## src/rtl/rc_sup_pkg.sv

```systemverilog
// Shared types and constants for the RC link supervisor: FSM encoding,
// error-counter width and the offset-binary neutral value.
package rc_sup_pkg;

  localparam int STATE_W = 2;
  localparam int ERR_W   = 8;

  typedef enum logic [STATE_W-1:0] {
    ST_IDLE     = 2'd0,
    ST_ACQUIRE  = 2'd1,
    ST_ARMED    = 2'd2,
    ST_FAILSAFE = 2'd3
  } sup_state_e;

  // Centre code of an offset-binary capture of the given width.
  function automatic int neutral_value(input int res);
    return 1 << (res - 1);
  endfunction

endpackage

```

## src/rtl/rc_chan_watchdog.sv

```systemverilog
// Per-channel plausibility check and signal-loss watchdog.
// Flags each strobed capture as valid or out of range, and tracks link liveness.
module rc_chan_watchdog #(
  parameter int K_RES   = 10,
  parameter int K_WDT_W = 8
) (
  input  logic               i_clk,
  input  logic               i_rst_n,
  input  logic               i_clear,
  input  logic               i_timebase,
  input  logic               i_capture_done,
  input  logic [K_RES-1:0]   i_capture_value,
  input  logic [K_RES-1:0]   i_min_width,
  input  logic [K_RES-1:0]   i_max_width,
  input  logic [K_WDT_W-1:0] i_timeout,
  output logic               o_valid_capture,
  output logic               o_range_err,
  output logic               o_chan_valid,
  output logic               o_chan_valid_nxt
);

  logic [K_WDT_W-1:0] wdt_q;
  logic [K_WDT_W-1:0] wdt_d;
  logic               seen_q;
  logic               seen_d;
  logic               in_range;

  assign in_range        = (i_capture_value >= i_min_width) && (i_capture_value <= i_max_width);
  assign o_valid_capture = i_capture_done && in_range;
  assign o_range_err     = i_capture_done && !in_range;

  // A valid capture beats a simultaneous tick; the counter parks at all-ones.
  always_comb begin
    wdt_d  = wdt_q;
    seen_d = seen_q;
    if (i_clear) begin
      wdt_d  = '0;
      seen_d = 1'b0;
    end else if (o_valid_capture) begin
      wdt_d  = '0;
      seen_d = 1'b1;
    end else if (i_timebase && (wdt_q != '1)) begin
      wdt_d = wdt_q + K_WDT_W'(1);
    end
  end

  // Flag is judged on the post-update counter so it drops on the cycle wdt hits the limit.
  assign o_chan_valid_nxt = seen_d && (wdt_d < i_timeout);

  always_ff @(posedge i_clk or negedge i_rst_n) begin
    if (!i_rst_n) begin
      wdt_q        <= '0;
      seen_q       <= 1'b0;
      o_chan_valid <= 1'b0;
    end else begin
      wdt_q        <= wdt_d;
      seen_q       <= seen_d;
      o_chan_valid <= o_chan_valid_nxt;
    end
  end

endmodule

```

## src/rtl/rc_link_supervisor.sv

```systemverilog
// RC link supervisor: per-channel watchdogs, frame tracking, throttle-neutral
// arming and failsafe sequencing that gates the drive stage.
module rc_link_supervisor
  import rc_sup_pkg::*;
#(
  parameter int K_NCHAN      = 4,
  parameter int K_RES        = 10,
  parameter int K_WDT_W      = 8,
  parameter int K_ARM_FRAMES = 8,
  parameter int K_CHAN_POWER = 1
) (
  input  logic                            i_clk,
  input  logic                            i_rst_n,
  input  logic                            i_timebase,
  input  logic                            i_enable,
  input  logic [K_NCHAN-1:0]              i_capture_done,
  input  logic [K_NCHAN-1:0][K_RES-1:0]   i_capture_value,
  input  logic [K_RES-1:0]                i_min_width,
  input  logic [K_RES-1:0]                i_max_width,
  input  logic [K_RES-1:0]                i_deadzone,
  input  logic [K_WDT_W-1:0]              i_timeout,
  output logic [STATE_W-1:0]              o_state,
  output logic                            o_armed,
  output logic                            o_failsafe,
  output logic                            o_force_neutral,
  output logic [K_NCHAN-1:0]              o_chan_valid,
  output logic [ERR_W-1:0]                o_err_count
);

  localparam int ARM_W     = $clog2(K_ARM_FRAMES + 1);
  localparam int ERR_SUM_W = ERR_W + 1;
  localparam logic [K_RES:0] NEUTRAL = (K_RES+1)'(neutral_value(K_RES));

  // Capture strobes are single-cycle, valid-only pulses with no back-pressure:
  // a value is sampled exactly in the cycle its strobe is high and never held.
  logic [K_NCHAN-1:0] valid_cap;
  logic [K_NCHAN-1:0] range_err;
  logic [K_NCHAN-1:0] chan_valid_nxt;

  for (genvar g = 0; g < K_NCHAN; g++) begin : g_wdt
    rc_chan_watchdog #(
      .K_RES   (K_RES),
      .K_WDT_W (K_WDT_W)
    ) u_wdt (
      .i_clk            (i_clk),
      .i_rst_n          (i_rst_n),
      .i_clear          (!i_enable),
      .i_timebase       (i_timebase),
      .i_capture_done   (i_capture_done[g]),
      .i_capture_value  (i_capture_value[g]),
      .i_min_width      (i_min_width),
      .i_max_width      (i_max_width),
      .i_timeout        (i_timeout),
      .o_valid_capture  (valid_cap[g]),
      .o_range_err      (range_err[g]),
      .o_chan_valid     (o_chan_valid[g]),
      .o_chan_valid_nxt (chan_valid_nxt[g])
    );
  end

  // Error counter: several channels may be out of range in one cycle.
  logic [ERR_SUM_W-1:0] err_inc;
  logic [ERR_SUM_W-1:0] err_sum;
  logic [ERR_W-1:0]     err_q;

  always_comb begin
    err_inc = '0;
    for (int i = 0; i < K_NCHAN; i++) begin
      err_inc = err_inc + ERR_SUM_W'(range_err[i]);
    end
    err_sum = {1'b0, err_q} + err_inc;
  end

  always_ff @(posedge i_clk or negedge i_rst_n) begin
    if (!i_rst_n) begin
      err_q <= '0;
    end else if (err_sum[ERR_W]) begin
      err_q <= '1;
    end else begin
      err_q <= err_sum[ERR_W-1:0];
    end
  end

  assign o_err_count = err_q;

  // Frame tracking: the cycle the mask reads full is the frame pulse; captures
  // landing in that cycle are discarded rather than seeding the next frame.
  logic [K_NCHAN-1:0] seen_q;
  logic               frame_evt;
  logic [K_RES-1:0]   thr_q;

  assign frame_evt = &seen_q;

  always_ff @(posedge i_clk or negedge i_rst_n) begin
    if (!i_rst_n) begin
      seen_q <= '0;
      thr_q  <= '0;
    end else if (!i_enable) begin
      seen_q <= '0;
      thr_q  <= '0;
    end else if (frame_evt) begin
      seen_q <= '0;
    end else begin
      seen_q <= seen_q | valid_cap;
      if (valid_cap[K_CHAN_POWER]) begin
        thr_q <= i_capture_value[K_CHAN_POWER];
      end
    end
  end

  // Throttle distance from centre, one bit wider than the capture to keep the sign.
  logic [K_RES:0] thr_diff;
  logic [K_RES:0] thr_mag;
  logic           thr_neutral;

  always_comb begin
    thr_diff    = {1'b0, thr_q} - NEUTRAL;
    thr_mag     = thr_diff[K_RES] ? (~thr_diff + (K_RES+1)'(1)) : thr_diff;
    thr_neutral = thr_mag < {1'b0, i_deadzone};
  end

  // Arming FSM. Including next-cycle validity lets a same-cycle timeout veto arming.
  sup_state_e       state_q;
  sup_state_e       state_d;
  logic [ARM_W-1:0] arm_q;
  logic [ARM_W-1:0] arm_d;
  logic             all_valid;
  logic             links_ok;

  assign all_valid = &o_chan_valid;
  assign links_ok  = all_valid && (&chan_valid_nxt);

  always_comb begin
    state_d = state_q;
    arm_d   = arm_q;
    if (!i_enable) begin
      state_d = ST_IDLE;
      arm_d   = '0;
    end else begin
      case (state_q)
        ST_IDLE: begin
          state_d = ST_ACQUIRE;
          arm_d   = '0;
        end
        ST_ACQUIRE: begin
          if (!links_ok) begin
            arm_d = '0;
          end else if (frame_evt) begin
            if (!thr_neutral) begin
              arm_d = '0;
            end else if (arm_q == ARM_W'(K_ARM_FRAMES - 1)) begin
              arm_d   = '0;
              state_d = ST_ARMED;
            end else begin
              arm_d = arm_q + ARM_W'(1);
            end
          end
        end
        ST_ARMED: begin
          if (!all_valid) begin
            state_d = ST_FAILSAFE;
          end
        end
        ST_FAILSAFE: begin
          if (all_valid) begin
            state_d = ST_ACQUIRE;
            arm_d   = '0;
          end
        end
        default: begin
          state_d = ST_IDLE;
          arm_d   = '0;
        end
      endcase
    end
  end

  always_ff @(posedge i_clk or negedge i_rst_n) begin
    if (!i_rst_n) begin
      state_q <= ST_IDLE;
      arm_q   <= '0;
    end else begin
      state_q <= state_d;
      arm_q   <= arm_d;
    end
  end

  assign o_state         = state_q;
  assign o_armed         = (state_q == ST_ARMED);
  assign o_failsafe      = (state_q == ST_FAILSAFE);
  assign o_force_neutral = (state_q != ST_ARMED);

endmodule

```

## config.mk

```make
export PLATFORM = sky130hd
export DESIGN_NAME = rc_link_supervisor
export DESIGN_NICKNAME = d
export VERILOG_FILES = /design/src/rtl/rc_sup_pkg.sv /design/src/rtl/rc_chan_watchdog.sv /design/src/rtl/rc_link_supervisor.sv
export SDC_FILE = /design/constraint.sdc
export NUM_CORES = 1
export LEC_CHECK = 0
export CAP_MARGIN = 20
export CORE_MARGIN = 3
export CORE_UTILIZATION = 49
export CTS_CLUSTER_DIAMETER = 120
export DETAILED_ROUTE_END_ITERATION = 8
export PLACE_DENSITY_LB_ADDON = 0.25
export SLEW_MARGIN = 5
export SYNTH_ARGS = -nofsm -noshare
export SYNTH_HDL_FRONTEND = slang
export SYNTH_SLANG_ARGS = --single-unit
export TNS_END_PERCENT = 50
```

## constraint.sdc

```tcl
create_clock -name i_clk -period 3.53 [get_ports i_clk]
set_input_delay 0.706 -clock i_clk [delete_from_list [all_inputs] [get_ports i_clk]]
set_output_delay 0.706 -clock i_clk [all_outputs]
set_load 0.005 [all_outputs]
```

==> metrics.md, run 1 <==
| Metric | Value |
|---|---|
| Leakage power | `4.494 nW` |
| CP startpoint kind | `primary input` |
| Core Footprint | `0.01231 mm2` |
| Initial DRC count | `661` |
| RSZ-0062 raised after global routing | `yes` |
| Worst slew pin tran | `0.7817 ns` |
| Synth Instances | `685` |
| Rows | `40` |
| Synth async-reset ratio | `100.0%` |
| Synth top area cells | `dfrtp_1 (27%), ha_1 (25%), inv_1 (4.3%)` |
| Clock Pin Slew Worst Setup and Hold Paths | `0.06 ns` |
| Synth top area share | `26.96%` |
| Final setup margin | `-0.6856 ns` |
| Failing checks | `negative setup slack` |
| Antenna violations before repair | `0` |
| Mux contribution to synthesized area | `1.130%` |
| Part of the cycle the worst path needs | `119.4%` |
| Root Buffer | `clkbuf_16` |
| Latest clock arrival within the worst-skew pair | `0.35 ns` |
| Mapped cell area | `0.006311 mm2` |
| Clock sinks | `68` |
| Die X | `119.5 um` |
| Routed wire length | `24780 um` |
| Max FO, Critical Path | `5` |
| Wirelength per Cell | `22.71 um` |
| Flop2flop setup slack | `-0.19 ns` |
| Synth cell types | `70` |
| Synth area leader | `dfrtp_1` |
| Area Overhead vs Synth | `60.45%` |
| Critical path class | `primary input to register` |
| Synth Area in Adders | `26.33%` |
| Reg2reg start | `g_wdt[2].u_wdt.wdt_q[3]` |
| Run status | `finished, violations left` |
| Total clock buffers created by CTS | `9` |
| Area taken by multi-input logic gates | `0.005569 mm2` |
| Vias per cell | `6.260` |
| Power Density | `336.0 mW/mm2` |
| Largest net degree at the start of global routing | `37` |
| Worst Path Arrival | `4.47 ns` |
| Clock Skew | `0.01315 ns` |
| Grt total ovfl | `0` |
| Max IR drop VDD | `0.4459 mV` |
| Post-Layout Inst Area | `0.01013 mm2` |
| Max Buffers Root-to-Sink | `2` |
| Antenna cells | `0` |
| Pins over their slew limit | `0` |
| Reg area | `0.001702 mm2` |
| Syn_nets | `902` |
| Port Buffer Count | `102` |
| Final Hold Fails | `0` |
| Placed cell area | `0.008383 mm2` |
| Vias in the first global route | `7078` |
| Worst slew margin | `47.88%` |
| XOR/XNOR Fraction of Synth Area | `5.274%` |
| Final Setup Violations | `18` |
| All-Layer GR Usage | `31.67%` |
| Dpl hpwl | `14870 um` |
| Die H | `119.5 um` |
| Yosys warns | `0` |
| Total die area | `0.01428 mm2` |
| Final min period | `4.216 ns` |
| First-pass DRT Iterations | `5` |
| Top-count cell post-synth | `ha_1` |
| DRC errors left | `0` |
| Setup TNS | `-6.536 ns` |
| Most common library cells after synthesis | `ha_1 (128), inv_1 (72), dfrtp_1 (68)` |
| CP required | `3.78 ns` |
| Fill cell count | `657` |
| H-tree depth | `3` |
| #FFs+latches synth | `68` |
| Detail Route Antenna Nets | `0` |
| Dominant synthesized flop cell | `dfrtp_1` |
| I/O pin count | `103` |
| Post-synth EDFFs | `0` |
| Pre-CTS setup slack | `-1.291 ns` |
| Max_cap viols | `0` |
| Vias | `6830` |
| Setup crit end kind | `register` |
| Mean Syn Cell Area | `9.213 um2` |
| Initial core utilization | `51.26%` |
| FMAX | `0.2372 GHz` |
| Post-synthesis sequential area ratio | `26.96%` |
| Layout cells sized above 1 | `39.22%` |
| Final Power | `0.003402 W` |
| Clock tree from TritonCTS | `yes` |
| Compound-Gate Fraction of Synth Area | `18.62%` |
| Simple-Gate Fraction of Synth Area | `16.36%` |
| Hold WC Path Type | `primary input to async pin` |
| Critical R2R Capture | `arm_q[3]` |
| Nets@finish | `1135` |
| Largest family of logic cells by synthesized area | `adder cells` |
| Gpl congestion | `0.9194` |
| FF-to-FF path depth | `15` |
| First-pass GRT wire length | `35870 um` |
## timing repair
| item | in CTS | in global routing |
|---|---|---|
| pin swaps | 107 | 36 |
| setup buffers | 24 | 7 |
| hold buffers | 0 | 0 |
| resized for setup | 282 | 43 |
| endpoints found under the setup margin | 18 | 18 |
## cell usage in the layout (no fill, tap or decap), types with 8 or more instances in the layout
cell,synthesis,layout
a211oi_2,0,9
a21oi_1,37,19
a21oi_2,1,15
a22o_1,10,10
buf_4,4,102
buf_6,1,27
clkbuf_16,0,9
clkdlybuf4s15_1,0,11
clkdlybuf4s50_1,0,41
dfrtp_1,68,68
dlygate4sd2_1,0,29
ha_1,128,68
ha_4,0,56
inv_1,72,49
inv_2,0,21
nand2_1,51,45
nand2b_1,13,8
nand3_1,14,12
nand4_1,29,29
nor2_1,60,37
nor2_4,0,16
o21a_1,12,12
o21ai_0,15,8
xnor2_1,8,8
xor2_1,25,25
## worst max-delay path, cell delays in order
cell and delay (ns):
clkdlybuf4s15_1 0.29, ha_4 0.32, a21oi_2 0.15, a211oi_2 0.08, a2111o_1 0.34, o221ai_4 0.32
nand2_4 0.13, a21oi_2 0.15, ha_1 0.27, a21oi_1 0.19, nor2b_1 0.11, o21ai_1 0.23
nand3b_1 0.19, a221oi_4 0.27, and3_4 0.30, a32oi_4 0.15, o211ai_1 0.26
## power breakdown
part / switching [W] / internal, W / total (W)
sequential: 0.0000903 / 0.000863 / 0.000953
clock: 0.000352 / 0.000659 / 0.00101
combinational: 0.000703 / 0.000736 / 0.00144
## routing by layer
layer,share of wire [%],wire (um),global-route usage (%),vias to the layer above
li1,-,-,-,2977
met1,38,9329,36.66,3269
met2,49,12020,54.38,438
met3,7.3,1821,6.645,146
met4,6.5,1603,17.82,0
met5,0,0,0,-
## worst max-delay path by stage
stage / from / to / slack [ns] / cells past startpoint
after global routing: i_capture_value[24] / arm_q[3] / -0.83 / 18
after CTS: i_max_width[7] / o_state[1] / -0.30 / 19
after detailed placement: i_max_width[8] / arm_q[3] / -1.29 / 18
after global placement: i_max_width[8] / arm_q[3] / -1.27 / 18
after floorplan: i_max_width[8] / arm_q[3] / -0.27 / 16
final: i_capture_value[24] / arm_q[3] / -0.69 / 17
## flip-flops by register name, indices dropped and copies added, names as in the netlist
register                  flops
o_state                       2
arm_q                         4
o_err_count                   8
g_wdt.u_wdt.wdt_q            32
thr_q                        10
seen_q                        4
g_wdt.u_wdt.o_chan_valid      4
g_wdt.u_wdt.seen_q            4
## final cells by class
class	instances	area share, %
multi-input cells	536	55.00
clock buffers	13	2.570
repair buffers	231	20.13
clock inverters	3	0.6796
flip-flops and latches	68	16.80
well taps	168	2.076
inverters	72	2.743
## cell families after synthesis
logic type               count (synthesis)
AO/OA/AOI/OAI                          154
XOR/XNOR                                35
adder cells (fa/ha/maj)                131
buffers and inverters                   81
flip-flops                              68
multiplexers                             7
AND/OR/NAND/NOR                        209
## metrics by stage
stage / hold WS (ns) / instances / utilization [%]
after detailed placement: 0.4987 / 1044 / 68.09
after floorplan: 0.4104 / 685 / -
after CTS: 0.4461 / 1084 / 80.48
after global routing: 0.4831 / 1091 / 82.25
final: 0.4400 / 1091 / 82.25
after global placement: 0.4827 / 1044 / 68.09
Note: power is estimated with default switching activity, not from simulation.
==> run 2, diff against run 1 <==
Settings changed: SETUP_SLACK_MARGIN set to 0.5, SLEW_MARGIN 5 to unset.
==> metrics.md, run 2 (synthesized netlist as in run 1, its figures left out) <==
| Metric | Value |
|---|---|
| Final Hold Fails | `0 (unchanged)` |
| Pins over their slew limit | `0 (unchanged)` |
| Core Footprint | `0.01231 mm2 (unchanged)` |
| Max reg flops | `32 (unchanged)` |
| I/O pin count | `103 (unchanged)` |
| Area Overhead vs Synth | `69.17% (was 60.45%)` |
| Worst slew margin | `38.71% (was 47.88%)` |
| Setup TNS | `-7.049 ns (was -6.536 ns)` |
| Final Power | `0.003543 W (was 0.003402 W)` |
| FF-to-FF path depth | `17 (was 15)` |
| Die H | `119.5 um (unchanged)` |
| Largest net degree at the start of global routing | `69 (was 37)` |
| Critical-path cell list | `buf_6 -> clkinvlp_4 -> buf_6 -> ha_4 -> a211oi_1 -> nor2_1 -> a2111oi_4 -> o221ai_4 -> nand2_4 -> buf_4 -> nor2_4 -> ha_2 -> a21oi_4 -> nor2b_4 -> o21ai_2 -> nand3b_1 -> a2111oi_4 -> buf_4 -> and3_4 -> o2111ai_1 -> o21ai_1 (was clkdlybuf4s15_1 -> ha_4 -> a21oi_2 -> a211oi_2 -> a2111o_1 -> o221ai_4 -> nand2_4 -> a21oi_2 -> ha_1 -> a21oi_1 -> nor2b_1 -> o21ai_1 -> nand3b_1 -> a221oi_4 -> and3_4 -> a32oi_4 -> o211ai_1)` |
| Port Buffer Count | `102 (unchanged)` |
| Rows | `40 (unchanged)` |
| Detail Route Antenna Nets | `0 (unchanged)` |
| Pre-CTS setup slack | `-1.234 ns (was -1.291 ns)` |
| Critical R2R Capture | `arm_q[2] (was arm_q[3])` |
| Most common cell after layout, fill and taps aside | `buf_4 (unchanged)` |
| Clock sinks | `68 (unchanged)` |
| Failing checks | `negative setup slack (unchanged)` |
| Gpl congestion | `0.9071 (was 0.9194)` |
| Max_cap viols | `0 (unchanged)` |
| Root Buffer | `clkbuf_16 (unchanged)` |
| Vias per cell | `6.622 (was 6.260)` |
| Worst Hold Path EP | `seen_q[3]` |
| Total die area | `0.01428 mm2 (unchanged)` |
| First-pass DRT Iterations | `5 (unchanged)` |
| Antenna cells | `0 (unchanged)` |
| Die X | `119.5 um (unchanged)` |
| CTS Hold Buffers Added | `0 (unchanged)` |
| Reg with most FFs | `g_wdt.u_wdt.wdt_q (unchanged)` |
| Max IR drop VDD | `0.5314 mV (was 0.4459 mV)` |
| Total clock buffers created by CTS | `9 (unchanged)` |
| Clock Pin Slew Worst Setup and Hold Paths | `0.07 ns (was 0.06 ns)` |
| Clock tree from TritonCTS | `yes (unchanged)` |
| Nets@finish | `1180 (was 1135)` |
| Post-Layout Inst Area | `0.01068 mm2 (was 0.01013 mm2)` |
| Fill cell count | `519 (was 657)` |
| Hold WC Path Type | `register to register (was primary input to async pin)` |
| Part of the cycle the worst path needs | `117.5% (was 119.4%)` |
| Worst slew pin tran | `0.9193 ns (was 0.7817 ns)` |
| CP startpoint kind | `primary input (unchanged)` |
| Final setup margin | `-0.6165 ns (was -0.6856 ns)` |
| FMAX | `0.2412 GHz (was 0.2372 GHz)` |
| Worst Hold Depth | `2` |
| Hold path startpoint | `seen_q[3]` |
| Hold_ws | `0.5446 ns (was 0.4400 ns)` |
| Layout cells sized above 1 | `46.28% (was 39.22%)` |
| Initial DRC count | `789 (was 661)` |
| Setup crit end kind | `register (unchanged)` |
| Critical path's slowest cell | `a211oi_1 (was a2111o_1)` |
| Grt total ovfl | `0 (unchanged)` |
| Most frequent cells in the layout | `buf_4 (139), dfrtp_1 (68), ha_4 (63), ha_1 (59), inv_1 (47) (was buf_4 (102), ha_1 (68), dfrtp_1 (68), ha_4 (56), inv_1 (49))` |
| Vias | `7523 (was 6830)` |
| Flop2flop setup slack | `-0.18 ns (was -0.19 ns)` |
| Reg2reg start | `g_wdt[0].u_wdt.wdt_q[0] (was g_wdt[2].u_wdt.wdt_q[3])` |
| Run status | `finished, violations left (unchanged)` |
| Clock Skew | `0.01334 ns (was 0.01315 ns)` |
| Leakage power | `4.735 nW (was 4.494 nW)` |
| DRC errors left | `0 (unchanged)` |
| Latest clock arrival within the worst-skew pair | `0.36 ns (was 0.35 ns)` |
| Vias in the first global route | `7483 (was 7078)` |
| Critical path class | `primary input to register (unchanged)` |
| RSZ-0062 raised after global routing | `yes (unchanged)` |
| Power Density | `331.8 mW/mm2 (was 336.0 mW/mm2)` |
| Max FO, Critical Path | `6 (was 5)` |
| CP max stage delay | `0.34 ns (about the same)` |
| Max Buffers Root-to-Sink | `2 (unchanged)` |
| H-tree depth | `3 (unchanged)` |
| Placed cell area | `0.008428 mm2 (was 0.008383 mm2)` |
| Routed wire length | `29560 um (was 24780 um)` |
| Initial core utilization | `51.26% (unchanged)` |
| First-pass GRT wire length | `37380 um (was 35870 um)` |
| Dpl hpwl | `14660 um (was 14870 um)` |
| All-Layer GR Usage | `33.12% (was 31.67%)` |
| Final Setup Violations | `17 (was 18)` |
| Wirelength per Cell | `26.02 um (was 22.71 um)` |
| Antenna violations before repair | `0 (unchanged)` |
| Worst Path Arrival | `4.40 ns (was 4.47 ns)` |
| Final min period | `4.147 ns (was 4.216 ns)` |
| CP required | `3.78 ns (about the same)` |
run 2: per-layer routing:
metal	wire, um	vias up	global-route usage (%)
li1	-	3055	-
met1	10380	3531	37.74
met2	13680	662	57.87
met3	2978	275	6.833
met4	2519	0	18.25
met5	0	-	0
run 2: where the power goes:
| group | leakage (nW) | total [W] | internal, W | switching (W) |
|---|---|---|---|---|
| logic | 3.67 | 0.00164 | 0.000843 | 0.000797 |
| clock network | 0.142 | 0.000932 | 0.000547 | 0.000385 |
| registers | 0.918 | 0.000971 | 0.000862 | 0.000109 |
| total | 4.73 | 0.00354 | 0.00225 | 0.00129 |
run 2: area by class of cell:
class	count	area (um2)	area share (%)
repair buffers	276	2375	22.24
inverters	72	280.3	2.625
well taps	168	210.2	1.969
clock inverters	6	65.06	0.6094
clock buffers	10	229.0	2.145
multi-input cells	536	5816	54.47
flip-flops and latches	68	1702	15.94
run 2: critical path, delay by kind of cell:
kind,cells,cell delay (ns)
adders and majority gates,2,0.43
and+or+nand+nor,6,0.80
AOI/OAI and AO/OA,8,1.82
buffers and inverters,5,0.61
run 2: how the worst max path moves through the flow:
stage / from / slack, ns / to
3_3_place_gp: i_max_width[8] / -1.15 / arm_q[3]
5_1_grt: i_max_width[7] / -0.65 / arm_q[2]
2_1_floorplan: i_max_width[8] / -0.27 / arm_q[3]
4_1_cts: i_max_width[5] / -0.23 / arm_q[3]
3_5_place_dp: i_max_width[8] / -1.23 / arm_q[2]
6_report: i_max_width[7] / -0.62 / arm_q[2]
run 2: what timing repair did:
action | in CTS | in global routing
pin swaps | 118 | 91
gates resized for setup | 320 | 95
endpoints found under the setup margin | 29 | 28
buffers inserted | 45 | 25
run 2: through the flow:
| stage | utilization [%] | cells |
|---|---|---|
| floorplan | - | 685 |
| global placement | 68.46 | 1050 |
| detailed placement | 68.46 | 1050 |
| CTS | 82.00 | 1111 |
| global route | 86.72 | 1136 |
| finish | 86.72 | 1136 |
